### src/rtl/spi_master_cfg.sv
// spi_master_cfg: parametrised full-duplex SPI master.
// A local controller hands over one word per ready/valid handshake; the block
// frames it with chip select, generates SCLK in the selected CPOL/CPHA mode,
// shifts the word out on mosi and assembles the reply from miso.
module spi_master_cfg #(
    parameter int DATA_W    = 8,
    parameter int CLK_DIV   = 4,
    parameter int CPOL      = 0,
    parameter int CPHA      = 0,
    parameter int MSB_FIRST = 1
) (
    input  logic              clk,
    input  logic              rst,
    input  logic              tx_enable,
    input  logic [DATA_W-1:0] tx_data,
    output logic              tx_ready,
    input  logic              miso,
    output logic              mosi,
    output logic              cs,
    output logic              sclk,
    output logic [DATA_W-1:0] rx_data,
    output logic              rx_valid,
    output logic              busy
);

    localparam int CNT_W  = (CLK_DIV > 1) ? $clog2(CLK_DIV) : 1;
    localparam int HALF_W = $clog2(2 * DATA_W);

    localparam logic [CNT_W-1:0]  CNT_LAST  = CNT_W'(CLK_DIV - 1);
    localparam logic [HALF_W-1:0] HALF_LAST = HALF_W'(2 * DATA_W - 1);
    localparam logic              SCLK_IDLE = (CPOL != 0);
    localparam logic              PHASE0    = (CPHA == 0);
    localparam logic              MSB_1ST   = (MSB_FIRST != 0);

    typedef enum logic [2:0] {
        S_IDLE,
        S_SETUP,
        S_SHIFT,
        S_HOLD,
        S_GAP
    } state_t;

    // Bit that goes on the wire first for the configured bit order.
    function automatic logic f_first_bit(input logic [DATA_W-1:0] w);
        return MSB_1ST ? w[DATA_W-1] : w[0];
    endfunction

    // Discard the bit just transmitted, exposing the next one.
    function automatic logic [DATA_W-1:0] f_shift_out(input logic [DATA_W-1:0] w);
        return MSB_1ST ? {w[DATA_W-2:0], 1'b0} : {1'b0, w[DATA_W-1:1]};
    endfunction

    // Append a received bit at the end opposite to the transmit end.
    function automatic logic [DATA_W-1:0] f_shift_in(input logic [DATA_W-1:0] w,
                                                     input logic b);
        return MSB_1ST ? {w[DATA_W-2:0], b} : {b, w[DATA_W-1:1]};
    endfunction

    state_t              r_state;
    state_t              w_next_state;
    logic [CNT_W-1:0]    r_cnt;
    logic [HALF_W-1:0]   r_half;
    logic [DATA_W-1:0]   r_tx;
    logic [DATA_W-1:0]   r_rx;
    logic                r_mosi;
    logic                r_sclk;
    logic                r_cs;
    logic [DATA_W-1:0]   r_rx_data;
    logic                r_rx_valid;

    logic                w_tx_ready;
    logic                w_busy;
    logic                w_cnt_last;
    logic                w_accept;
    logic                w_edge;
    logic                w_leading;
    logic                w_trailing;
    logic                w_last_half;
    logic                w_drive;
    logic                w_sample;
    logic                w_hold_done;
    logic [DATA_W-1:0]   w_tx_shift;

    assign w_cnt_last  = (r_cnt == CNT_LAST);
    assign w_accept    = tx_enable & w_tx_ready;
    // An SCLK edge happens at the end of every half-period while shifting;
    // even half-periods end in a leading edge, odd ones in a trailing edge.
    assign w_edge      = (r_state == S_SHIFT) & w_cnt_last;
    assign w_leading   = w_edge & ~r_half[0];
    assign w_trailing  = w_edge & r_half[0];
    assign w_last_half = (r_half == HALF_LAST);
    // Mode 0 presents bit 0 before the first edge, so the last trailing edge
    // has nothing left to present; mode 1 presents each bit on its leading edge.
    assign w_drive     = PHASE0 ? (w_trailing & ~w_last_half) : w_leading;
    assign w_sample    = PHASE0 ? w_leading : w_trailing;
    assign w_hold_done = (r_state == S_HOLD) & w_cnt_last;
    assign w_tx_shift  = f_shift_out(r_tx);

    // State register.
    always_ff @(posedge clk or posedge rst) begin
        if (rst) begin
            r_state <= S_IDLE;
        end else begin
            r_state <= w_next_state;
        end
    end

    // Next-state decode and handshake/status outputs.
    always_comb begin
        w_next_state = r_state;
        w_tx_ready   = 1'b0;
        w_busy       = 1'b1;
        case (r_state)
            S_IDLE: begin
                w_tx_ready = 1'b1;
                w_busy     = 1'b0;
                if (tx_enable) begin
                    w_next_state = S_SETUP;
                end
            end
            S_SETUP: begin
                if (w_cnt_last) begin
                    w_next_state = S_SHIFT;
                end
            end
            S_SHIFT: begin
                if (w_cnt_last && w_last_half) begin
                    w_next_state = S_HOLD;
                end
            end
            S_HOLD: begin
                if (w_cnt_last) begin
                    w_next_state = S_GAP;
                end
            end
            S_GAP: begin
                if (w_cnt_last) begin
                    w_next_state = S_IDLE;
                end
            end
            default: begin
                w_next_state = S_IDLE;
            end
        endcase
    end

    // Divider: counts 0..CLK_DIV-1 in every non-idle state, parked at 0 in IDLE.
    always_ff @(posedge clk or posedge rst) begin
        if (rst) begin
            r_cnt <= '0;
        end else if (r_state == S_IDLE || w_cnt_last) begin
            r_cnt <= '0;
        end else begin
            r_cnt <= r_cnt + 1'b1;
        end
    end

    // Half-period index within SHIFT, restarted outside it.
    always_ff @(posedge clk or posedge rst) begin
        if (rst) begin
            r_half <= '0;
        end else if (r_state != S_SHIFT) begin
            r_half <= '0;
        end else if (w_edge) begin
            r_half <= r_half + 1'b1;
        end
    end

    // SCLK: toggles on each half-period boundary, rests at CPOL otherwise.
    always_ff @(posedge clk or posedge rst) begin
        if (rst) begin
            r_sclk <= SCLK_IDLE;
        end else if (w_edge) begin
            r_sclk <= ~r_sclk;
        end else if (r_state != S_SHIFT) begin
            r_sclk <= SCLK_IDLE;
        end
    end

    // Chip select: drops on acceptance, rises as HOLD ends so GAP is deselected.
    always_ff @(posedge clk or posedge rst) begin
        if (rst) begin
            r_cs <= 1'b1;
        end else if (w_accept) begin
            r_cs <= 1'b0;
        end else if (w_hold_done) begin
            r_cs <= 1'b1;
        end
    end

    // Transmit shift register: loaded on acceptance, advanced on drive edges.
    always_ff @(posedge clk) begin
        if (w_accept) begin
            r_tx <= tx_data;
        end else if (w_drive) begin
            r_tx <= w_tx_shift;
        end
    end

    // mosi only moves on drive edges (or SETUP entry in mode 0), never on sample edges.
    always_ff @(posedge clk or posedge rst) begin
        if (rst) begin
            r_mosi <= 1'b0;
        end else if (w_accept && PHASE0) begin
            r_mosi <= f_first_bit(tx_data);
        end else if (w_drive) begin
            r_mosi <= PHASE0 ? f_first_bit(w_tx_shift) : f_first_bit(r_tx);
        end
    end

    // Receive shift register: every bit is overwritten during a transfer.
    always_ff @(posedge clk) begin
        if (w_sample) begin
            r_rx <= f_shift_in(r_rx, miso);
        end
    end

    // Publish the assembled word with a single-cycle strobe as HOLD ends.
    always_ff @(posedge clk or posedge rst) begin
        if (rst) begin
            r_rx_data  <= '0;
            r_rx_valid <= 1'b0;
        end else begin
            r_rx_valid <= w_hold_done;
            if (w_hold_done) begin
                r_rx_data <= r_rx;
            end
        end
    end

    assign tx_ready = w_tx_ready;
    assign busy     = w_busy;
    assign mosi     = r_mosi;
    assign cs       = r_cs;
    assign sclk     = r_sclk;
    assign rx_data  = r_rx_data;
    assign rx_valid = r_rx_valid;

endmodule

### config.mk
export PLATFORM = sky130hd
export DESIGN_NAME = spi_master_cfg
export DESIGN_NICKNAME = d
export VERILOG_FILES = /design/src/rtl/spi_master_cfg.sv
export SDC_FILE = /design/constraint.sdc
export NUM_CORES = 1
export LEC_CHECK = 0
export ABC_AREA = 1
export BUFFER_PORTS_ARGS = -buffer_cell sky130_fd_sc_hd__buf_2
export CORE_MARGIN = 2
export CORE_UTILIZATION = 45
export DETAILED_ROUTE_END_ITERATION = 6
export GPL_TIMING_DRIVEN = 0
export PLACE_DENSITY = 0.75
export SETUP_SLACK_MARGIN = 0.15
export SYNTH_ARGS = -nofsm -noshare
export SYNTH_HDL_FRONTEND = slang
export SYNTH_SLANG_ARGS = --single-unit
### constraint.sdc
create_clock -name clk -period 2.25 [get_ports clk]
set_clock_uncertainty 0.15 [all_clocks]
set_input_delay 0.1125 -clock clk [delete_from_list [all_inputs] [get_ports clk]]
set_output_delay 0.1125 -clock clk [all_outputs]
set_load 0.02 [all_outputs]
* Word level (Yosys, flattened, before mapping)
Index checks and enable logic that the tools add are counted.
W data, S select, Z words.
** Operators by class
- Bitwise gates (word level) :: 9
- Add/sub/neg operators :: 2
- Multiplexer cells :: 19
- Reduce and logical (&&, ||, !) cells :: 7
- Eq/ne operators :: 12
** Operators by type and width (count)
- $mux W3 :: 5
- $pmux W3 S5 :: 1
- $mux W7 :: 2
- $mux W1 :: 8
- $mux W4 :: 2
- $ne A2 B2 Y1 const B :: 4
- $and A1 B1 Y1 :: 6
- $eq A3 B2 Y1 const B :: 2
- $reduce_bool A2 Y1 :: 3
- $reduce_and A5 Y1 :: 1
- $add A4 B1 Y4 const B :: 1
- $eq A4 B4 Y1 const B :: 1
- $eq A3 B1 Y1 const B :: 1
- $eq A3 B3 Y1 const B :: 1
- $logic_not A3 Y1 :: 1
- $ne A3 B2 Y1 const B :: 1
- $not A1 Y1 :: 3
- $add A2 B1 Y2 const B :: 1
- $eq A2 B2 Y1 const B :: 1
- $mux W2 :: 1
- $ne A2 B1 Y1 const B :: 1
- $logic_and A1 B1 Y1 :: 1
- $logic_or A1 B1 Y1 :: 1
** Storage, ports and cells
- Register bits after elaboration :: 36
- Word-level logic and storage cells :: 59
- Output and inout bits :: 14
- Input port bits :: 12

* Depth between registers and ports, before layout
- Depth in word-level cells :: 6
- Gate-level depth with buffers :: 8
- Mapped depth without buffers :: 8

* Least setup slack after synthesis
Ideal clock, no wire load.
- Path type :: flip-flop to flip-flop
- Start point :: register r_cnt[0]
- End point :: register r_rx[0], enable pin
- Slack :: 0.429 ns
- Path buffers :: 1
- Period minus slack after synthesis :: 1.821 ns
- Stages on the path, launching flop included :: 7
- Library setup time :: 0.370 ns
- Required time :: 1.730 ns
- Arrival time :: 1.301 ns
- Path through :: dfrtp_1 > ha_1 > clkbuf_2 > inv_1 > nor2_2 > inv_1 > nor2_1
** On the way
- Longest elaborated chain between the ends :: 3
** Ends and longest elaborated chain
- start, declared :: RTL line 61 : logic [CNT_W-1:0] r_cnt;
- start signal, assigned :: RTL line 154 : r_cnt <= r_cnt + 1'b1;
- $eq A2 B2 Y1 :: RTL line 84 : assign w_cnt_last = (r_cnt == CNT_LAST);
- $and A1 B1 Y1 :: RTL line 88 : assign w_edge = (r_state == S_SHIFT) & w_cnt_last;
- $and A1 B1 Y1 :: RTL line 89 : assign w_leading = w_edge & ~r_half[0];
- net w_leading :: RTL line 76 : logic w_leading;
- end signal, assigned :: RTL line 214 : r_rx <= f_shift_in(r_rx, miso);
- end, declared :: RTL line 64 : logic [DATA_W-1:0] r_rx;
The timed path passes the listed nets, and every way through them passes these cells.
A chain may end at the register's enable or synchronous reset.

* Worst setup path after layout
- Start point :: register r_cnt[0]
- End point :: register r_rx[2], enable pin
Same word-level chain as after synthesis.

==> results.md <==
- Global-route wire length before repair: 5330 um
- Reg-to-Reg End: r_rx[2]
- CTS tree: built
- CTS clock-pin slew for the worst setup and hold paths: 0.11 ns
- Register share of total power: 0.588
- Skew-Pair Late Insertion Delay: 0.34 ns
- Flops & latches, synth: 36
- Peak supply drop: 388 uV
- Mux cell area share after synthesis: 0
- Worst R2R Setup Slack: 0.45 ns
- PortBufs: 24
- Main combinational cell family by area after synthesis: simple AND/OR/NAND/NOR gates
- Std cell rows: 21
- Combinational power share: 0.029
- Simple-gate area share of the yosys netlist: 0.252
- Area of the multi-input gates: 472 sq um
- Fin nets: 207
- Post-CTS setup buffer count: 0
- Routed via count: 1,170
- Die extent in y: 62.4 um
- Total Wirelength: 2940 um
- Core area: 3310 sq um
- # setup viols final: 0
- Max cap viols: 0
- Sum Neg Setup Slack: 0 ns
- Synth Warn #: 0
- Distinct cells, synth: 25
- Syn Nets: 166
- RSZ-0062 raised after global routing: false
- # diodes: 0
- Vias in the first global route: 1,161
- Design area: 1900 sq um
- Die X: 62.4 um
- CP Max Fanout: 8
- TritonRoute pass-1 iters: 4
- Largest net degree at the start of global routing: 22
- Final Max Slew Viols: 0
- Critical Path Start Type: flop
- Worst Hold Class: input port to flop
- Num CTS Buffers: 5
- Post-layout util: 0.573
- Critical Path Source: r_cnt[0]
- Post-Synth Adder-Cell Area: 0.0163
- Worst Path Class, Setup: flop to flop
- WP data arrival: 1.68 ns
- Synth Area per Inst: 10.1 sq um
- Drt drc: 0
- Initial antenna violation count: 0
- Reg-to-reg startpoint: r_cnt[0]
- Gr ovfl total: 0
- Clock Power Share: 0.383
- Post-synthesis cell count: 152
- Seq/Total Area, Yosys: 0.637
- Vias per inst: 4.88
- Final Cycle Share: 0.799
- Rel. slew slack: 0.455
- Area grow syn2layout: 23.6%
- Initial Utilization: 0.464
- DIE AREA: 3900 sq um
- Buffer depth of the longest clock path: 2
- Reg2reg path depth: 6
- Int Pwr: 0.931 mW
- Root Buffer: clkbuf_4
- Hold Vio Cnt, Final: 0
- Post-DP Area: 1710 sq um
- Least-Margin Pin Slew: 0.817 ns
- Status: finished clean
- Switching Power: 0.225 mW
- Fmax: 556 MHz
- Routed Antenna Nets: 0
- Io pins: 26
- Post-synthesis instance area: 1540 sq um
- Fraction of layout cells with a size suffix above 1: 0.253
- Total GRT Usage: 0.175
- Req. time, crit path: 2.13 ns
- Final Critical Period: 1.80 ns
- # clock sinks: 36
- Fillers: 315
- Htree depth: 2
- Net Sw Frac: 0.195
- Compound-Gate Fraction of Synth Area: 0.0285
- Worst Min Path Start: tx_enable
- Worst setup EP type: flop
- Hold EP: mosi
- LEAKAGE: 0.940 nW
- HPWL reported at the end of detailed placement: 1990 um
- GP Congestion: 0.754
- Initial drt markers: 51
- Average wire per standard cell: 12.2 um
- XOR/XNOR Fraction of Synth Area: 0.00570
- Worst Hold Depth: 5
- Power Dens Cells: 609 nW/um^2
- Storage cell area: 977 sq um
sequential cells by signal (all words and copies together), names as in the netlist, 2 cells and up:
signal,flops
r_half,4
r_cnt,2
rx_data,8
r_state,3
r_tx,7
r_rx,8
worst max-delay path, cell delays in order, from the launching register on:
cell	delay (ns)
dfrtp_1	0.37
ha_1	0.14
clkbuf_2	0.19
inv_1	0.13
nor2_2	0.17
inv_1	0.11
nor2_4	0.23
synthesized netlist by cell type:
| master | number | area, sq um |
|---|---|---|
| nor3b_1 | 1 | 7.51 |
| dfrtp_1 | 20 | 500 |
| inv_2 | 2 | 7.51 |
| xor2_1 | 1 | 8.76 |
| o21ai_1 | 1 | 5.00 |
| a21oi_1 | 2 | 10.0 |
| clkbuf_2 | 1 | 5.00 |
| nand2_4 | 1 | 11.3 |
| o21ai_0 | 4 | 20.0 |
| buf_4 | 1 | 7.51 |
| edfxtp_1 | 15 | 450 |
| nand3_2 | 1 | 10.0 |
| ha_1 | 2 | 25.0 |
| nor2_2 | 2 | 12.5 |
| buf_6 | 2 | 22.5 |
| inv_1 | 11 | 41.3 |
| buf_2 | 2 | 10.0 |
| dfstp_2 | 1 | 26.3 |
| nor2_1 | 8 | 30.0 |
| nor2_4 | 2 | 22.5 |
| a22o_1 | 1 | 8.76 |
| nand3_1 | 15 | 75.1 |
| nand2_1 | 53 | 199 |
| nand4_1 | 1 | 6.26 |
| nand2_2 | 2 | 12.5 |
cell families (layout without fill, tap and decap cells):
logic type / Yosys count / after routing
and+or+nand+nor: 86 / 86
DFF: 36 / 36
adders and majority gates: 2 / 2
AOI/OAI and AO/OA: 8 / 8
xor gates and xnor gates: 1 / 1
buffers and inverters: 19 / 61
cells in the final DEF (no fill, tap or decap), drive strengths merged:
cell         netlist  routed
a21oi              2       2
a22o               1       1
buf                5      29
bufinv             0       1
clkbuf             1       7
clkinv             0       1
dfrtp             20      20
dfstp              1       1
dlygate4sd3        0      10
edfxtp            15      15
ha                 2       2
inv               13      13
nand2             56      56
nand3             16      16
nand4              1       1
nor2              12      12
nor3b              1       1
o21ai              5       5
xor2               1       1
metrics by stage:
stage / hold slack (ns) / setup WS [ns] / total power, mW / cells
floorplan: -0.0617 / 0.429 / 0.702 / 152
global placement: 0.140 / 0.173 / 0.713 / 222
detailed placement: 0.142 / 0.153 / 0.714 / 222
CTS: 0.0477 / 0.302 / 1.16 / 240
global route: 0.0641 / 0.301 / 1.19 / 240
finish: 0.0543 / 0.452 / 1.16 / 240
metal layers:
metal	track usage	wire length, um	vias up
met1	0.220	1270	561
li1	-	-	565
met4	0.0500	27	0
met3	0.0541	148	4
met2	0.292	1500	40
met5	0	0	-
final cells by class:
cell class,instances,area share
inverters,13,0.0257
well taps,46,0.0303
clock inverters,2,0.0185
clock buffers,6,0.0218
repair buffers,34,0.116
plain buffers,6,0.0237
multi-input cells,97,0.249
flip-flops and latches,36,0.515
timing repair:
action,4_1_cts,5_1_grt
hold buffers,10,0
setup endpoints to repair,8,1
hold endpoints to repair,29,0
pin swaps,0,0
gates cloned,0,0
gates resized for setup,1,1
power by group through the flow:
stage	sequential (mW)	clock, mW	combinational, mW
floorplan	0.693	0	0.00870
global placement	0.693	0	0.0194
detailed placement	0.693	0	0.0202
CTS	0.680	0.449	0.0334
global route	0.680	0.476	0.0379
finish	0.680	0.443	0.0333
worst max-delay path by stage:
| stage | slack (ns) | depth (start not counted) | end |
|---|---|---|---|
| floorplan | 0.43 | 6 | r_rx[0] |
| global placement | 0.17 | 6 | r_rx[7] |
| detailed placement | 0.15 | 6 | r_rx[4] |
| CTS | 0.30 | 6 | r_rx[2] |
| global route | 0.30 | 6 | r_rx[2] |
| finish | 0.45 | 6 | r_rx[2] |
Power figures use the tool's default switching activity.
